<file path="src/rtl/bcd_pkg.sv">
// Shared types and helpers for the sequential binary-to-BCD converter.
// Holds the FSM state encoding and the per-digit double-dabble correction.
package bcd_pkg;

   typedef enum logic [1:0] {IDLE, SHIFT, DONE} bcd_state_t;

   localparam logic [3:0] BCD_NINE = 4'h9;

   // A digit of 5 or more would exceed 9 after the next doubling, so pre-bias it by 3.
   function automatic logic [3:0] dabble(input logic [3:0] d);
      return (d >= 4'd5) ? d + 4'd3 : d;
   endfunction

endpackage

</file>
<file path="src/rtl/bcd_digit_adjust.sv">
// Applies the double-dabble correction to every digit of a packed BCD word.
// Purely combinational; the top shifts the corrected word on each clock.
module bcd_digit_adjust
   import bcd_pkg::*;
#(
   parameter int DIGITS = 10
) (
   input  logic [4*DIGITS-1:0] bcd_in,
   output logic [4*DIGITS-1:0] bcd_adj
);

   for (genvar i = 0; i < DIGITS; i++) begin : g_digit
      assign bcd_adj[4*i +: 4] = dabble(bcd_in[4*i +: 4]);
   end

endmodule

</file>
<file path="src/rtl/bin_to_bcd_seq.sv">
// Multi-cycle double-dabble converter with valid/ready handshakes, one input bit per clock.
// Saturates to all nines on overflow and reports which digits are significant for blanking.
module bin_to_bcd_seq
   import bcd_pkg::*;
#(
   parameter int BIN_W  = 32,
   parameter int DIGITS = 10
) (
   input  logic                clk,
   input  logic                rst,
   input  logic                in_valid,
   output logic                in_ready,
   input  logic [BIN_W-1:0]    bin,
   output logic                out_valid,
   input  logic                out_ready,
   output logic [4*DIGITS-1:0] bcd,
   output logic [DIGITS-1:0]   digit_en,
   output logic                ovf
);

   localparam int BCD_W = 4 * DIGITS;
   localparam int CNT_W = $clog2(BIN_W + 1);

   bcd_state_t         state;
   bcd_state_t         state_next;
   logic [BIN_W-1:0]   bin_sr;
   logic [BIN_W-1:0]   bin_shift;
   logic [BCD_W-1:0]   bcd_sr;
   logic [BCD_W-1:0]   bcd_adj;
   logic [BCD_W-1:0]   bcd_shift;
   logic [BCD_W-1:0]   bcd_result;
   logic [DIGITS-1:0]  digit_en_next;
   logic [CNT_W-1:0]   cnt;
   logic               carry_out;
   logic               ovf_acc;
   logic               ovf_next;
   logic               any_nz;
   logic               accept;
   logic               shifting;
   logic               last_shift;
   logic               release_out;

   bcd_digit_adjust #(.DIGITS(DIGITS)) u_adjust (
      .bcd_in  (bcd_sr),
      .bcd_adj (bcd_adj)
   );

   // The bit pushed out of the top digit means the value no longer fits in DIGITS digits.
   assign {carry_out, bcd_shift, bin_shift} = {bcd_adj, bin_sr, 1'b0};
   assign ovf_next   = ovf_acc | carry_out;
   assign bcd_result = ovf_next ? {DIGITS{BCD_NINE}} : bcd_shift;

   assign in_ready    = (state == IDLE);
   assign accept      = (state == IDLE) && in_valid;
   assign shifting    = (state == SHIFT);
   assign last_shift  = shifting && (cnt == CNT_W'(1));
   assign release_out = (state == DONE) && out_ready;

   // A digit is significant when it or any more significant digit is nonzero.
   always_comb begin
      digit_en_next = '0;
      any_nz        = 1'b0;
      for (int i = DIGITS - 1; i >= 0; i--) begin
         any_nz           = any_nz | (bcd_shift[4*i +: 4] != 4'd0);
         digit_en_next[i] = any_nz;
      end
      digit_en_next[0] = 1'b1;
      if (ovf_next) begin
         digit_en_next = '1;
      end
   end

   always_comb begin
      state_next = state;
      case (state)
         IDLE:    if (in_valid)   state_next = SHIFT;
         SHIFT:   if (last_shift) state_next = DONE;
         DONE:    if (out_ready)  state_next = IDLE;
         default: state_next = IDLE;
      endcase
   end

   always_ff @(posedge clk or posedge rst) begin
      if (rst) begin
         state <= IDLE;
      end else begin
         state <= state_next;
      end
   end

   always_ff @(posedge clk or posedge rst) begin
      if (rst) begin
         bin_sr  <= '0;
         bcd_sr  <= '0;
         ovf_acc <= 1'b0;
         cnt     <= '0;
      end else if (accept) begin
         bin_sr  <= bin;
         bcd_sr  <= '0;
         ovf_acc <= 1'b0;
         cnt     <= CNT_W'(BIN_W);
      end else if (shifting) begin
         bin_sr  <= bin_shift;
         bcd_sr  <= bcd_shift;
         ovf_acc <= ovf_next;
         cnt     <= cnt - CNT_W'(1);
      end
   end

   // Result registers only move on the final shift, so they hold steady through IDLE and SHIFT.
   always_ff @(posedge clk or posedge rst) begin
      if (rst) begin
         out_valid <= 1'b0;
         bcd       <= '0;
         digit_en  <= '0;
         ovf       <= 1'b0;
      end else if (last_shift) begin
         out_valid <= 1'b1;
         bcd       <= bcd_result;
         digit_en  <= digit_en_next;
         ovf       <= ovf_next;
      end else if (release_out) begin
         out_valid <= 1'b0;
      end
   end

endmodule
</file>
<file path="config.mk">
export PLATFORM = sky130hd
export DESIGN_NAME = bin_to_bcd_seq
export DESIGN_NICKNAME = d
export VERILOG_FILES = /design/src/rtl/bcd_pkg.sv /design/src/rtl/bcd_digit_adjust.sv /design/src/rtl/bin_to_bcd_seq.sv
export SDC_FILE = /design/constraint.sdc
export NUM_CORES = 1
export LEC_CHECK = 0
export ABC_AREA = 1
export BUFFER_PORTS_ARGS = -buffer_cell sky130_fd_sc_hd__buf_4
export CAP_MARGIN = 20
export CORE_UTILIZATION = 43
export CTS_BUF_LIST = sky130_fd_sc_hd__clkbuf_16
export CTS_CLUSTER_SIZE = 28
export DETAILED_ROUTE_END_ITERATION = 10
export PLACE_DENSITY = 0.65
export SYNTH_ARGS = -nofsm -noshare
export SYNTH_HDL_FRONTEND = slang
export SYNTH_SLANG_ARGS = --single-unit
export TNS_END_PERCENT = 1
</file>
<file path="constraint.sdc">
create_clock -name clk -period 6.6 [get_ports clk]
set_input_delay 0.33 -clock clk [delete_from_list [all_inputs] [get_ports clk]]
set_output_delay 0.33 -clock clk [all_outputs]
set_load 0.02 [all_outputs]
</file>
* Word level (Yosys, flattened, before mapping) *
Index checks and enable logic that the tools add are counted.

operators by class
  add/subtract/negate cells = 11
  $lt $le $gt $ge = 10
  eq/ne operators = 6
  multiplexer cells = 26
  bitwise gates (word level) = 9
  reduce and logical (&&, ||, !) cells = 16

operator list
  cell                                                    count
  two-way mux 40 bit                                      3
  two-way mux 32 bit                                      2
  adder 4 x 2 -> 4 bit (second input constant)            10
  >= comparator 4 x 3 -> 1 bit (second input constant)    10
  two-way mux 4 bit                                       10
  nonzero test 4 bit                                      9
  two-way mux 6 bit                                       2
  two-way mux 10 bit                                      1
  bitwise OR 1 bit                                        9
  == test 6 x 1 -> 1 bit (second input constant)          1
  two-way mux 2 bit                                       3
  one-hot mux 2 bit (3 select lines)                      1
  subtractor 6 x 1 -> 6 bit (second input constant)       1
  two-way mux 1 bit                                       4
  inequality test 2 bit (second input constant)           2
  nonzero test 2 bit                                      2
  logical AND 1 bit                                       3
  AND reduction 3 bit                                     1
  == test 2 x 1 -> 1 bit (second input constant)          1
  == test 2 bit (second input constant)                   1
  logical NOT 2 bit                                       1
  inequality test 2 x 1 -> 1 bit (second input constant)  1

storage, ports and cells
  flip-flop bits (word level) = 133
  input port bits = 36
  output and inout port bits = 53

* Longest topological paths before layout *
  depth in word-level cells = 12
  depth in mapped cells = 14
  depth with buffers taken out = 14

* By module *
A second synthesis with hierarchy kept.

unflattened totals
  cell total of the unflattened synthesis = 803
  area, all modules = 6,821.5 um^2

by module, submodules not included
  module            times used  cells an instance  area an instance (um^2)  sequential area each (um^2)
  bin_to_bcd_seq    1           585                5,610.4                  3,328.2
  bcd_digit_adjust  1           218                1,211.2                  0.0

* Least setup slack after synthesis *
Ideal clock, no wire load.

  path kind = register -> register
  start point = register bcd_sr[20]
  end point = register digit_en[1]
  library setup time = 0.131 ns
  arrival = 1.611 ns
  required time = 6.469 ns
  slack = 4.859 ns
  stages on the path, launching flop included = 12
  buffers on the path = 0
  period minus slack after synthesis = 1.741 ns
  cell sequence = dfrtp_1 > inv_1 > ha_1 > or2_4 > nand2_4 > nand2_1 > o21ai_2 > nand2_2 > nor2_2 > nand4_1 > nand2_2 > nand4_1

on the way
  word-level cells in the longest chain between the ends = 10
  elaborated cells between the ends (all ways) = 12
  classes of those cells = add/sub: 1; order compare: 1; mux: 2; bitwise: 6; reduce/logical: 2

ends and longest elaborated chain
  item                                                                  line                   text
  start, declared                                                       bin_to_bcd_seq.sv:28   logic [BCD_W-1:0] bcd_sr;
  start signal, assigned                                                bin_to_bcd_seq.sv:104  bcd_sr <= bcd_shift;
  adder 4 x 2 -> 4 bit or >= comparator 4 x 3 -> 1 bit (tied branches)  bcd_pkg.sv:11          return (d >= 4'd5) ? d + 4'd3 : d;
  two-way mux 4 bit (*)                                                 bcd_pkg.sv:11
  nonzero test 4 bit                                                    bin_to_bcd_seq.sv:64   any_nz = any_nz | (bcd_shift[4*i +: 4] != 4'd0);
  bitwise OR 1 bit                                                      bin_to_bcd_seq.sv:64
  bitwise OR 1 bit (*) (5 in a row)                                     bin_to_bcd_seq.sv:64
  two-way mux 10 bit (*)                                                bin_to_bcd_seq.sv:68   if (ovf_next) begin
  end signal, assigned                                                  bin_to_bcd_seq.sv:120  digit_en <= digit_en_next;
  end, declared                                                         bin_to_bcd_seq.sv:17   output logic [DIGITS-1:0] digit_en,

Every way passes the cells marked *; elsewhere a longest branch is shown, timed or not.
A chain may end at the register's enable or synchronous reset.

* Worst setup path after layout *
  start point = register cnt[1]
  end point = register bcd[33]

on the way
  word-level cells in the longest chain between the ends = 2

ends and longest elaborated chain
  item                    line                   text
  start, declared         bin_to_bcd_seq.sv:33   logic [CNT_W-1:0] cnt;
  start signal, assigned  bin_to_bcd_seq.sv:101  cnt <= CNT_W'(BIN_W);
  start signal, assigned  bin_to_bcd_seq.sv:106  cnt <= cnt - CNT_W'(1);
  == test 6 x 1 -> 1 bit  bin_to_bcd_seq.sv:56   assign last_shift = shifting && (cnt == CNT_W'(1));
  logical AND 1 bit       bin_to_bcd_seq.sv:56
  end signal, assigned    bin_to_bcd_seq.sv:119  bcd <= bcd_result;
  end, declared           bin_to_bcd_seq.sv:16   output logic [4*DIGITS-1:0] bcd,

Every way passes these cells.

==> metrics.log <==
[metrics] result of the run: finished, final reports clean
[metrics] CTS max path bufs: 2
[metrics] Arrival @ worst endpoint: 3.23 ns
[metrics] internal power: 2.65 mW
[metrics] final design instance area without fill: 0.00779 mm2
[metrics] setup slack after layout: 3.71 ns
[metrics] Sw Ratio: 42.1%
[metrics] synthesis-to-finish area growth: 22.5%
[metrics] final antenna-violating net count: 0
[metrics] clock sink count: 133
[metrics] type of the tightest min-delay check: in -> reg
[metrics] proportion of synthesized area in mux cells: 0%
[metrics] final hold violation count: 0
[metrics] pre-CTS WS: 3.71 ns
[metrics] clock-pin slew on the worst setup and hold paths: 0.06 ns
[metrics] initial antenna violation count: 0
[metrics] peak clock frequency supported by timing: 345 MHz
[metrics] transition time at the pin with the least slew margin: 0.797 ns
[metrics] via count of the first global-routing pass: 4977
[metrics] worst hold slack across all endpoints: 0.127 ns
[metrics] cells resized by post-CTS repair: 0
[metrics] length of the first detailed-routing pass in iterations: 5
[metrics] core occupancy in the finished layout: 53.8%
[metrics] flip-flop and latch count after synthesis: ~130
[metrics] share of the cycle needed by the critical path after routing: 43.9%
[metrics] Post-synth top flop: dfrtp_1
[metrics] max-slew violation total from the final report: 0
[metrics] largest fanout of any net on the critical path: 37
[metrics] Max-cap violations: 0
[metrics] syn nets: 739
[metrics] # rows: 44
[metrics] post-DR vias/cell: 5.27
[metrics] post-synthesis sequential area ratio: 52.3%
[metrics] remaining global-route overflow: 0
[metrics] clock latency at the later pin of the worst-skew pair: 0.42 ns
[metrics] total negative setup slack: 0 ns
[metrics] xor and xnor fraction of the mapped netlist area: 1.81%
[metrics] post-layout minimum cycle time: 2.89 ns
[metrics] GRT Overall Usage: around a fifth
[metrics] combined area of all synthesized cells: 0.00636 mm2
[metrics] static power due to leakage: 3.81 nW
[metrics] Worst setup SP type: register
[metrics] effective utilization at floorplan: roughly 44%
[metrics] post-synthesis adder-cell area fraction: 4.33%
[metrics] placement-stage cell area: 0.00713 mm2
[metrics] number of instances in the placed design: between 900 and 1000
[metrics] cell with the most instances after synthesis: dfrtp_1
[metrics] post-synthesis compound-gate area fraction: 17.4%
[metrics] worst clock skew: 0.00727 ns
[metrics] Worst IR Drop VDD: 0.222 mV
[metrics] Clk pwr share: between 20% and 30%
[metrics] setup repair after global routing missed its margin: no
[metrics] total CTS buffers: 17
[metrics] standard cell core area: 0.0145 mm2
[metrics] reported net switching power: 1.93 mW
[metrics] Synth Area in Simple Gates: 15.8%
[metrics] combinational family with the most area after synthesis: compound AO/OA/AOI/OAI gates
[metrics] Comb pwr share: between 40% and 50%
[metrics] detailed-route wire length: 14700 um
[metrics] total power divided by cell area: 588 mW/mm2
[metrics] overall die width: 124 um
[metrics] share of Yosys cell area claimed by the top area cell type: between 50% and 60%
[metrics] gp weighted congestion: 0.860
[metrics] I/O Pins: 89
[metrics] Crit Path Category: reg -> reg
[metrics] H-tree depth: 4
[metrics] Die Area: 0.0153 mm2
[metrics] antenna fix cells: 0
[metrics] total of buffers placed on input and output ports: 88
[metrics] share of layout cells above drive strength 1: about 22%
[metrics] per-instance average area after synthesis: 9.34 um2
[metrics] Critical Path Sink Type: register
[metrics] Total Power: between 4 and 5 mW
[metrics] detail-routed net length per standard cell: 15.3 um
[metrics] Final setup viols: 0
[metrics] cell count after synthesis: slightly below 700
[metrics] initial detailed-routing violation count: 368
[metrics] most numerous cell types in the synthesized netlist: dfrtp_1, nand2_1, inv_1
[metrics] number of flops mapped to enable cells by yosys: 0
[metrics] worst max-slew margin expressed relative to the limit: 46.9%
[metrics] sequential fraction of design power: 31.8%
[metrics] cell at the root of the clock tree: clkbuf_16
[metrics] post-detailed-placement half-perimeter wirelength: 9920 um
[metrics] detailed-route via count: 5069
[metrics] required arrival time at the worst endpoint: 6.93 ns
[metrics] top area cells in the synthesized netlist: dfrtp_1, nand2_1, inv_1
[metrics] Nets: 823
[metrics] DRC violation count after routing: 0
[metrics] clock tree from TritonCTS: yes
[metrics] Synth cell types: 39
[metrics] async set or reset register ratio after synthesis: 100%
[metrics] Warnings, synthesis: 0
[metrics] chip height: 124 um
[metrics] Synth area leader: dfrtp_1
[metrics] pin count of the biggest net entering global routing: 92
[metrics] final cell count without fillers: 961
[metrics] wire length of the first global-routing pass: 23900 um
[final timing paths]
check / from / endpoint / slack (ns) / cells after the start
worst max-delay path: cnt[1] / bcd[33] / 3.71 / 8
worst min-delay path: bin[23] / bin_sr[23] / 0.13 / 3
worst max register to register: cnt[1] / bcd[33] / 3.71 / 8
worst min register to register: digit_en[6] / digit_en[6] / 0.48 / 2
max in group asynchronous: rst / bcd[33] / 4.96 / 5
min in group asynchronous: rst / bin_sr[2] / 0.54 / 3
[sequential cells by signal (all words and copies together) (netlist names)]
| signal | cells |
|---|---|
| bcd_sr | 40 |
| cnt | 6 |
| digit_en | 10 |
| bcd | 40 |
| bin_sr | 32 |
| state | 2 |
| out_valid | 1 |
| ovf | 1 |
| ovf_acc | 1 |
[worst max-delay path, cell delays in order, from the launching register on]
cell and delay [ns]:
dfrtp_1 0.39, inv_1 0.10, ha_1 0.15, nand4_1 0.17
nor2_4 0.59, inv_2 0.49, nor2_8 0.39, inv_2 0.31
o21ai_2 0.21
[timing repair]
action	CTS	global route
setup buffers	0	0
endpoints found under the hold margin	42	0
hold buffers	1	0
[cells in the final DEF (no fill, tap or decap), types with 2 or more instances in the layout]
cell	count
dfrtp_1	133
and2_1	2
nor2_2	2
clkinvlp_4	2
clkinv_1	2
buf_4	91
a21oi_1	25
clkbuf_16	17
o21ai_1	4
xor2_1	9
bufinv_16	5
nand2_4	2
or2_1	3
o22ai_1	42
nor2_4	3
clkinv_2	2
nor2_1	34
o21ai_0	31
o221ai_1	31
nand4_1	12
inv_2	7
or2_2	3
nand3_2	4
nand2_2	8
inv_1	97
nand2_1	130
o21a_1	2
o211ai_1	3
o21ai_2	22
a31oi_1	2
nand3_1	14
ha_1	22
[area by class of cell]
cell class,count,area [um2]
multi-input combinational,418,2500
clock inverter,14,194
tap,184,230
clock buffer,17,425
sequential,133,3330
timing repair buffer,93,721
fill,1301,6690
inverter,102,385
[metal layers]
| metal | track usage (%) | wire [um] | up-vias |
|---|---|---|---|
| met5 | 0 | 0 | - |
| met4 | 7.53 | 240 | 0 |
| li1 | - | - | 2451 |
| met3 | 5.54 | 732 | 21 |
| met2 | 34.2 | 7170 | 149 |
| met1 | 25.3 | 6520 | 2448 |
[power groups by stage]
stage | Sequential (mW) | Combinational [mW] | Clock [mW]
2_1_floorplan | 1.58 | 1.35 | 0
3_3_place_gp | 1.45 | 2.03 | 0
3_5_place_dp | 1.46 | 2.11 | 0
4_1_cts | 1.45 | 2.13 | 1.01
5_1_grt | 1.50 | 2.38 | 1.05
6_report | 1.45 | 2.12 | 0.998
[logic make-up (layout without fill, tap and decap cells)]
| family | Yosys count | count (layout) |
|---|---|---|
| compound gates | 165 | 165 |
| flops | 133 | 133 |
| buf+inv | 130 | 226 |
| simple gates | 220 | 220 |
| fa+ha+maj | 22 | 22 |
| xor+xnor | 11 | 11 |
(Power assumes the default switching activity.)
